--- src/rtl/nv_nvdla_mcif_rd_wrr_arb_if.sv ---
// Read-request handshake between MCIF read clients and the weighted round-robin arbiter.
// The master side drives requests, grant acceptance and retire pulses; the slave side is the arbiter.
interface nv_nvdla_mcif_rd_wrr_arb_if #(
  parameter int NUM_CLIENTS = 10,
  parameter int ID_W        = 4
);
  logic [NUM_CLIENTS-1:0] req;
  logic                   gnt_valid;
  logic [ID_W-1:0]        gnt_id;
  logic                   gnt_ready;
  logic                   rd_done;

  modport master (output req, gnt_ready, rd_done, input gnt_valid, gnt_id);
  modport slave  (input req, gnt_ready, rd_done, output gnt_valid, gnt_id);
endinterface

--- src/rtl/nv_nvdla_mcif_rd_wrr_arb.sv ---
// Weighted round-robin MCIF read arbiter with an outstanding-read throttle and idle/underflow status.
// Optional NVDLA_MCIF_RD_ARB_PERF_EN adds a saturating counter of cycles stalled by the outstanding limit.
module nv_nvdla_mcif_rd_wrr_arb #(
  parameter int NUM_CLIENTS = 10,
  parameter int ID_W        = 4
) (
  input  logic                       nvdla_core_clk,
  input  logic                       nvdla_core_rst,
  nv_nvdla_mcif_rd_wrr_arb_if.slave  rd_if,
  input  logic [NUM_CLIENTS*8-1:0]   rd_weight,
  input  logic [7:0]                 rd_os_cnt,
  output logic [8:0]                 os_cnt,
  output logic                       idle,
  output logic                       os_underflow
`ifdef NVDLA_MCIF_RD_ARB_PERF_EN
  ,
  input  logic                       perf_clr,
  output logic [31:0]                perf_os_stall
`endif
);

  typedef enum logic [1:0] {ST_REFILL, ST_ARB, ST_GNT} state_t;

  state_t                 r_state, w_state_nxt;
  logic [7:0]             r_credit [NUM_CLIENTS];
  logic [ID_W-1:0]        r_ptr, r_gnt_id, w_winner;
  logic                   r_gnt_valid;
  logic [8:0]             r_os_cnt;
  logic                   r_underflow;
  logic [NUM_CLIENTS-1:0] w_eligible;
  logic                   w_found, w_grant, w_accept, w_issue_ok;

  function automatic logic [ID_W-1:0] wrap_idx(input logic [ID_W-1:0] base, input int unsigned off);
    logic [ID_W:0] sum;
    sum = {1'b0, base} + (ID_W+1)'(off);
    if (sum >= (ID_W+1)'(NUM_CLIENTS)) sum = sum - (ID_W+1)'(NUM_CLIENTS);
    return sum[ID_W-1:0];
  endfunction

  assign w_accept   = r_gnt_valid & rd_if.gnt_ready;
  // Pending is zero in ARB today, but keeps the limit exact if grant and arbitration ever overlap.
  assign w_issue_ok = ({1'b0, r_os_cnt} + {9'd0, w_accept}) < ({2'b00, rd_os_cnt} + 10'd1);

  // NOTE: every always_comb output gets a default first so no path leaves it unassigned (no latch).
  always_comb begin
    w_eligible = '0;
    for (int i = 0; i < NUM_CLIENTS; i++) begin
      w_eligible[i] = rd_if.req[i] & (r_credit[i] != 8'd0);
    end
  end

  always_comb begin
    w_found  = 1'b0;
    w_winner = '0;
    for (int k = 1; k <= NUM_CLIENTS; k++) begin
      if (!w_found && w_eligible[wrap_idx(r_ptr, k)]) begin
        w_found  = 1'b1;
        w_winner = wrap_idx(r_ptr, k);
      end
    end
  end

  always_comb begin
    w_state_nxt = r_state;
    w_grant     = 1'b0;
    unique case (r_state)
      ST_REFILL: w_state_nxt = ST_ARB;
      ST_ARB: begin
        if (w_found && w_issue_ok) begin
          w_grant     = 1'b1;
          w_state_nxt = ST_GNT;
        end else if (!w_found && (rd_if.req != '0)) begin
          w_state_nxt = ST_REFILL;
        end
      end
      ST_GNT:  if (w_accept) w_state_nxt = ST_ARB;
      default: w_state_nxt = ST_REFILL;
    endcase
  end

  // NOTE: sequential state uses non-blocking assignments so all flops update from pre-edge values.
  always_ff @(posedge nvdla_core_clk) begin
    if (nvdla_core_rst) begin
      r_state     <= ST_REFILL;
      r_ptr       <= ID_W'(NUM_CLIENTS - 1);
      r_gnt_valid <= 1'b0;
      r_gnt_id    <= '0;
    end else begin
      r_state <= w_state_nxt;
      if (w_grant) begin
        r_gnt_valid <= 1'b1;
        r_gnt_id    <= w_winner;
        r_ptr       <= w_winner;
      end else if (w_accept) begin
        r_gnt_valid <= 1'b0;
      end
    end
  end

  // NOTE: the credit array is a small flop bank whose cleared state matters, so it is reset, unlike a RAM.
  always_ff @(posedge nvdla_core_clk) begin
    if (nvdla_core_rst) begin
      for (int i = 0; i < NUM_CLIENTS; i++) r_credit[i] <= 8'd0;
    end else if (r_state == ST_REFILL) begin
      for (int i = 0; i < NUM_CLIENTS; i++) begin
        r_credit[i] <= (rd_weight[8*i +: 8] == 8'd0) ? 8'd1 : rd_weight[8*i +: 8];
      end
    end else if (w_accept) begin
      r_credit[r_gnt_id] <= r_credit[r_gnt_id] - 8'd1;
    end
  end

  always_ff @(posedge nvdla_core_clk) begin
    if (nvdla_core_rst) begin
      r_os_cnt    <= 9'd0;
      r_underflow <= 1'b0;
    end else begin
      unique case ({w_accept, rd_if.rd_done})
        2'b10: if (r_os_cnt != 9'd256) r_os_cnt <= r_os_cnt + 9'd1;
        2'b01: begin
          if (r_os_cnt == 9'd0) r_underflow <= 1'b1;
          else                  r_os_cnt    <= r_os_cnt - 9'd1;
        end
        default: ;
      endcase
    end
  end

`ifdef NVDLA_MCIF_RD_ARB_PERF_EN
  logic [31:0] r_perf_os_stall;
  logic        w_stall;

  assign w_stall = (r_state == ST_ARB) & w_found & ~w_issue_ok;

  always_ff @(posedge nvdla_core_clk) begin
    if (nvdla_core_rst || perf_clr) r_perf_os_stall <= 32'd0;
    else if (w_stall && (r_perf_os_stall != 32'hFFFF_FFFF))
      r_perf_os_stall <= r_perf_os_stall + 32'd1;
  end

  assign perf_os_stall = r_perf_os_stall;
`endif

  assign rd_if.gnt_valid = r_gnt_valid;
  assign rd_if.gnt_id    = r_gnt_id;
  assign os_cnt          = r_os_cnt;
  assign os_underflow    = r_underflow;
  assign idle            = (r_os_cnt == 9'd0) & ~r_gnt_valid & (rd_if.req == '0);

endmodule

--- src/flat_wrapper.sv ---
// flat-port wrapper written by rule: the top's interface ports become plain ports
module nv_nvdla_mcif_rd_wrr_arb_flat 
#(
  parameter int NUM_CLIENTS = 10,
  parameter int ID_W        = 4
)
  (nvdla_core_clk, nvdla_core_rst, rd_weight, rd_os_cnt, os_cnt, idle, os_underflow, rd_if_req, rd_if_gnt_ready, rd_if_rd_done, rd_if_gnt_valid, rd_if_gnt_id);
  nv_nvdla_mcif_rd_wrr_arb_if #(.NUM_CLIENTS(NUM_CLIENTS), .ID_W(ID_W)) rd_if_i ();
  input  logic nvdla_core_clk;
  input  logic nvdla_core_rst;
  input  logic [NUM_CLIENTS*8-1:0] rd_weight;
  input  logic [7:0] rd_os_cnt;
  output logic [8:0] os_cnt;
  output logic idle;
  output logic os_underflow;
  input wire logic [$bits(rd_if_i.req)-1:0] rd_if_req;
  input wire logic [$bits(rd_if_i.gnt_ready)-1:0] rd_if_gnt_ready;
  input wire logic [$bits(rd_if_i.rd_done)-1:0] rd_if_rd_done;
  output wire logic [$bits(rd_if_i.gnt_valid)-1:0] rd_if_gnt_valid;
  output wire logic [$bits(rd_if_i.gnt_id)-1:0] rd_if_gnt_id;
  assign rd_if_i.req = rd_if_req;
  assign rd_if_i.gnt_ready = rd_if_gnt_ready;
  assign rd_if_i.rd_done = rd_if_rd_done;
  assign rd_if_gnt_valid = rd_if_i.gnt_valid;
  assign rd_if_gnt_id = rd_if_i.gnt_id;
  nv_nvdla_mcif_rd_wrr_arb #(.NUM_CLIENTS(NUM_CLIENTS), .ID_W(ID_W)) u_core (.nvdla_core_clk(nvdla_core_clk), .nvdla_core_rst(nvdla_core_rst), .rd_if(rd_if_i), .rd_weight(rd_weight), .rd_os_cnt(rd_os_cnt), .os_cnt(os_cnt), .idle(idle), .os_underflow(os_underflow));
endmodule
--- config.mk ---
export PLATFORM = sky130hd
export DESIGN_NAME = nv_nvdla_mcif_rd_wrr_arb_flat
export DESIGN_NICKNAME = d
export VERILOG_FILES = /design/src/rtl/nv_nvdla_mcif_rd_wrr_arb_if.sv /design/src/rtl/nv_nvdla_mcif_rd_wrr_arb.sv /design/src/flat_wrapper.sv
export SDC_FILE = /design/constraint.sdc
export NUM_CORES = 1
export LEC_CHECK = 0
export ABC_AREA = 1
export BUFFER_PORTS_ARGS = -buffer_cell sky130_fd_sc_hd__buf_2
export CORE_ASPECT_RATIO = 0.75
export CORE_MARGIN = 3
export CORE_UTILIZATION = 30
export CTS_CLUSTER_DIAMETER = 50
export DETAILED_ROUTE_END_ITERATION = 8
export PLACE_DENSITY = 0.52
export SLEW_MARGIN = 20
export SYNTH_ARGS = -nofsm -noshare
export SYNTH_HDL_FRONTEND = slang
export SYNTH_SLANG_ARGS = --single-unit
export TNS_END_PERCENT = 5
--- constraint.sdc ---
create_clock -name nvdla_core_clk -period 3.6 [get_ports nvdla_core_clk]
set_clock_uncertainty 0.15 [all_clocks]
set_input_delay 0.72 -clock nvdla_core_clk [delete_from_list [all_inputs] [get_ports nvdla_core_clk]]
set_output_delay 0.72 -clock nvdla_core_clk [all_outputs]
set_load 0.1 [all_outputs]
==> results_dict.tcl <==
set metrics [dict create \
    synth_most_common_cell "nand2_1" \
    required_ns 3.61 \
    critPathMaxStageDelay_ns 0.61 \
    die_y_um 167 \
    path_buf_inv 3 \
    hpwlAfterDp_um 27500 \
    synth_edf_count 128 \
    multi_input_area_um2 5230 \
    status "finished, final reports clean" \
    regArea_um2 4310 \
    numClockSinks 151 \
    clk_latency_ns 0.43 \
    drc_errors 0 \
    clock_path_buffers 2 \
    postPlaceCellArea_um2 11900 \
    grt_max_degree 41 \
    worstHoldPathType "reg2reg" \
    synth_warnings 0 \
    ff2ff_setup_slack_ns 0.20 \
    vias_per_cell 5.12 \
    netlist_top_cells_count "nand2_1, inv_1, o21ai_0" \
    muxShareOfSynthArea_pct 2.32 \
    synth_top_family_by_area "simple AND/OR/NAND/NOR gates" \
    min_path_cells 1 \
    drive_above_1_share_pct 19.4 \
    hp-start "u_core.os_underflow$_SDFFE_PP0P_" \
    cts_tree "done" \
    synthAdderAreaFrac_pct 5.33 \
    htree_levels 4 \
    num-fill-cells 3529 \
    ys.flop_type "edfxtp_1" \
    grt_pass1_vias 9152 \
    max_freq_mhz 294 \
    synth_area_leaders "edfxtp_1, nand2_1, o21ai_0, inv_1, ha_1" \
    synth_seq_cells 151 \
    worst_pin_slew_ns 0.815 \
    overflow 0 \
    hold_viol 0 \
    io_pins 118 \
    synth_area_leader_cell "edfxtp_1" \
    diodes 0 \
    grt_pass1_wl_um 52600 \
    ff2ff_path_depth 12 \
    rows 58 \
    firstDrtPassIters 8 \
    holdPathEnd "u_core.os_underflow$_SDFFE_PP0P_" \
    drv_slew 0 \
    port_buffers 117 \
    final_area_um2 12600 \
    avgSynthCellArea_um2 8.04 \
    ys_async_sr_fraction_pct 0 \
    r2r_end "u_core.r_credit[5][4]$_DFFE_PP_" \
    start_util_pct 30.7 \
    cp-end-kind "register" \
    synth_top_area_share_pct 37.1 \
    period_needed_ns 3.40 \
    ys_seq_area_share_pct 41.5 \
    drt_iter0_markers 948 \
    gp_congestion 0.988 \
    syn_inst 1290 \
    synth_cell_type_count 51 \
    netlist_area_um2 10400 \
    detail-route-antenna-nets 0 \
    synth_compound_area_share_pct 16.7 \
    cp_num_cells 12 \
    grtUsageTotal_pct 18.7 \
    ctsRootBufferMaster "clkbuf_16" \
    setup_viol 0 \
    design.die.area_um2 36900 \
    cap_viol_max_count 0 \
    antenna_found_initial 0 \
    critPathKind "reg2reg" \
    synth_xor_area_share_pct 3.04 \
    core_um2 33800 \
    worst_setup_path_start_kind "register" \
    area_delta_synth_final_pct 21.5 \
    die_w_um 221 \
    crit_path_frequent_cell "nand2_1" \
    clk_pin_slew_ns 0.06 \
    synthSimpleGateAreaFrac_pct 22.1 \
    worstPathArrival_ns 3.41 \
    path_max_fanout 38 \
    min_period_over_period_pct 94.4 \
    slew_headroom_pct 45.5 \
    routed-via-count 9808 \
    wl_per_cell_um 18.1 \
    crit_family "buffers and inverters" \
    numCtsBuffers 17 \
    nets 1599 \
    path_cells "buf_12, a21oi_1, o21ai_0, nand2_1, o221ai_1, nand2_1, inv_1, ha_1, nand2_1, xor2_1, buf_4, o21ai_0" \
    routed_wl_um 34700 \
    synth_nets 1435 \
    cp_slowest_cell "dfxtp_4" \
]
==> sequential cells by signal, indices dropped and copies added, names as in the netlist, named ones only <==
name                    cells
u_core.rd_if.gnt_valid      1
u_core.r_ptr                2
u_core.r_state              2
u_core.os_underflow         1
u_core.os_cnt               9
u_core.r_credit           128
u_core.rd_if.gnt_id         4
==> layer usage <==
layer / vias to the layer above / wire [µm] / global-route usage [%]
met5: - / 0 / 0
met2: 405 / 14100 / 26.4
met3: 50 / 2670 / 3.25
met1: 4553 / 17100 / 29.0
met4: 0 / 804 / 5.17
li1: 4800 / - / -
==> repair_timing <==
action                                  in CTS  in global routing
setup buffers                                0                  6
pin swaps                                    0                  3
endpoints found under the setup margin       2                 13
gates resized for setup                      1                 27
hold buffers                                 0                  0
==> cell usage in the layout, fill, tap and decap left out, types with 5 or more instances in the layout <==
master	instances
ha_1	39
edfxtp_1	128
nor3_1	5
nand2_1	238
buf_4	71
nand4_1	28
inv_1	164
o21ai_1	14
nand3b_1	5
buf_12	6
a21oi_1	83
o21ai_2	5
inv_2	7
clkbuf_16	20
xor2_1	30
nor4_1	14
buf_2	116
o22ai_1	46
o221ai_1	5
o211ai_1	18
dfxtp_1	19
inv_4	7
mux2i_1	24
nor2_1	92
nand3_1	80
nand2_2	15
o21ai_0	127
==> through the flow <==
step / instances / setup slack [ns] / util [%] / hold slack (ns) / setup TNS [ns]
finish: 1917 / 0.203 / 37.3 / 0.346 / 0
global route: 1917 / -0.00630 / 37.3 / 0.363 / -0.00692
detailed placement: 1879 / -0.0153 / 35.1 / 0.341 / -0.0303
floorplan: 1290 / -0.152 / - / 0.338 / -1.36
CTS: 1911 / 0.0343 / 36.8 / 0.359 / 0
global placement: 1879 / 0.0996 / 35.1 / 0.331 / 0
==> layout make-up <==
| cell class | instances | area share [%] |
|---|---|---|
| multi-input cells | 913 | 41.5 |
| flip-flops and latches | 151 | 34.2 |
| repair buffers | 194 | 9.88 |
| inverters | 177 | 5.31 |
| well taps | 450 | 4.47 |
| clock buffers | 24 | 4.19 |
| clock inverters | 8 | 0.417 |
==> cell families (layout without fill, tap and decap cells) <==
group | after synthesis | in the layout
buffers and inverters | 226 | 403
flip-flops | 151 | 151
AND/OR/NAND/NOR | 499 | 499
adder cells (fa/ha/maj) | 43 | 43
AO/OA/AOI/OAI | 311 | 311
multiplexers | 24 | 24
XOR/XNOR | 36 | 36
==> worst max-delay path by stage <==
stage	startpoint	end	slack, ns
after floorplan	u_core.rd_if.gnt_id[1]$_SDFFE_PP0P_	u_core.r_ptr[0]$_SDFFE_PP1P_	-0.15
after global placement	u_core.rd_if.gnt_id[1]$_SDFFE_PP0P_	register	0.1
after detailed placement	u_core.rd_if.gnt_id[1]$_SDFFE_PP0P_	u_core.rd_if.gnt_id[0]$_SDFFE_PP0P_	-0.02
after CTS	u_core.rd_if.gnt_id[1]$_SDFFE_PP0P_	u_core.rd_if.gnt_id[0]$_SDFFE_PP0P_	0.03
after global routing	u_core.rd_if.gnt_id[1]$_SDFFE_PP0P_	u_core.r_ptr[0]$_SDFFE_PP1P_	-0.006
final	register	u_core.r_credit[5][4]$_DFFE_PP_	0.20
Power is left out: the tool's default activity adds up to more than one toggle a clock period on the data nets, which glitch-free logic cannot reach.
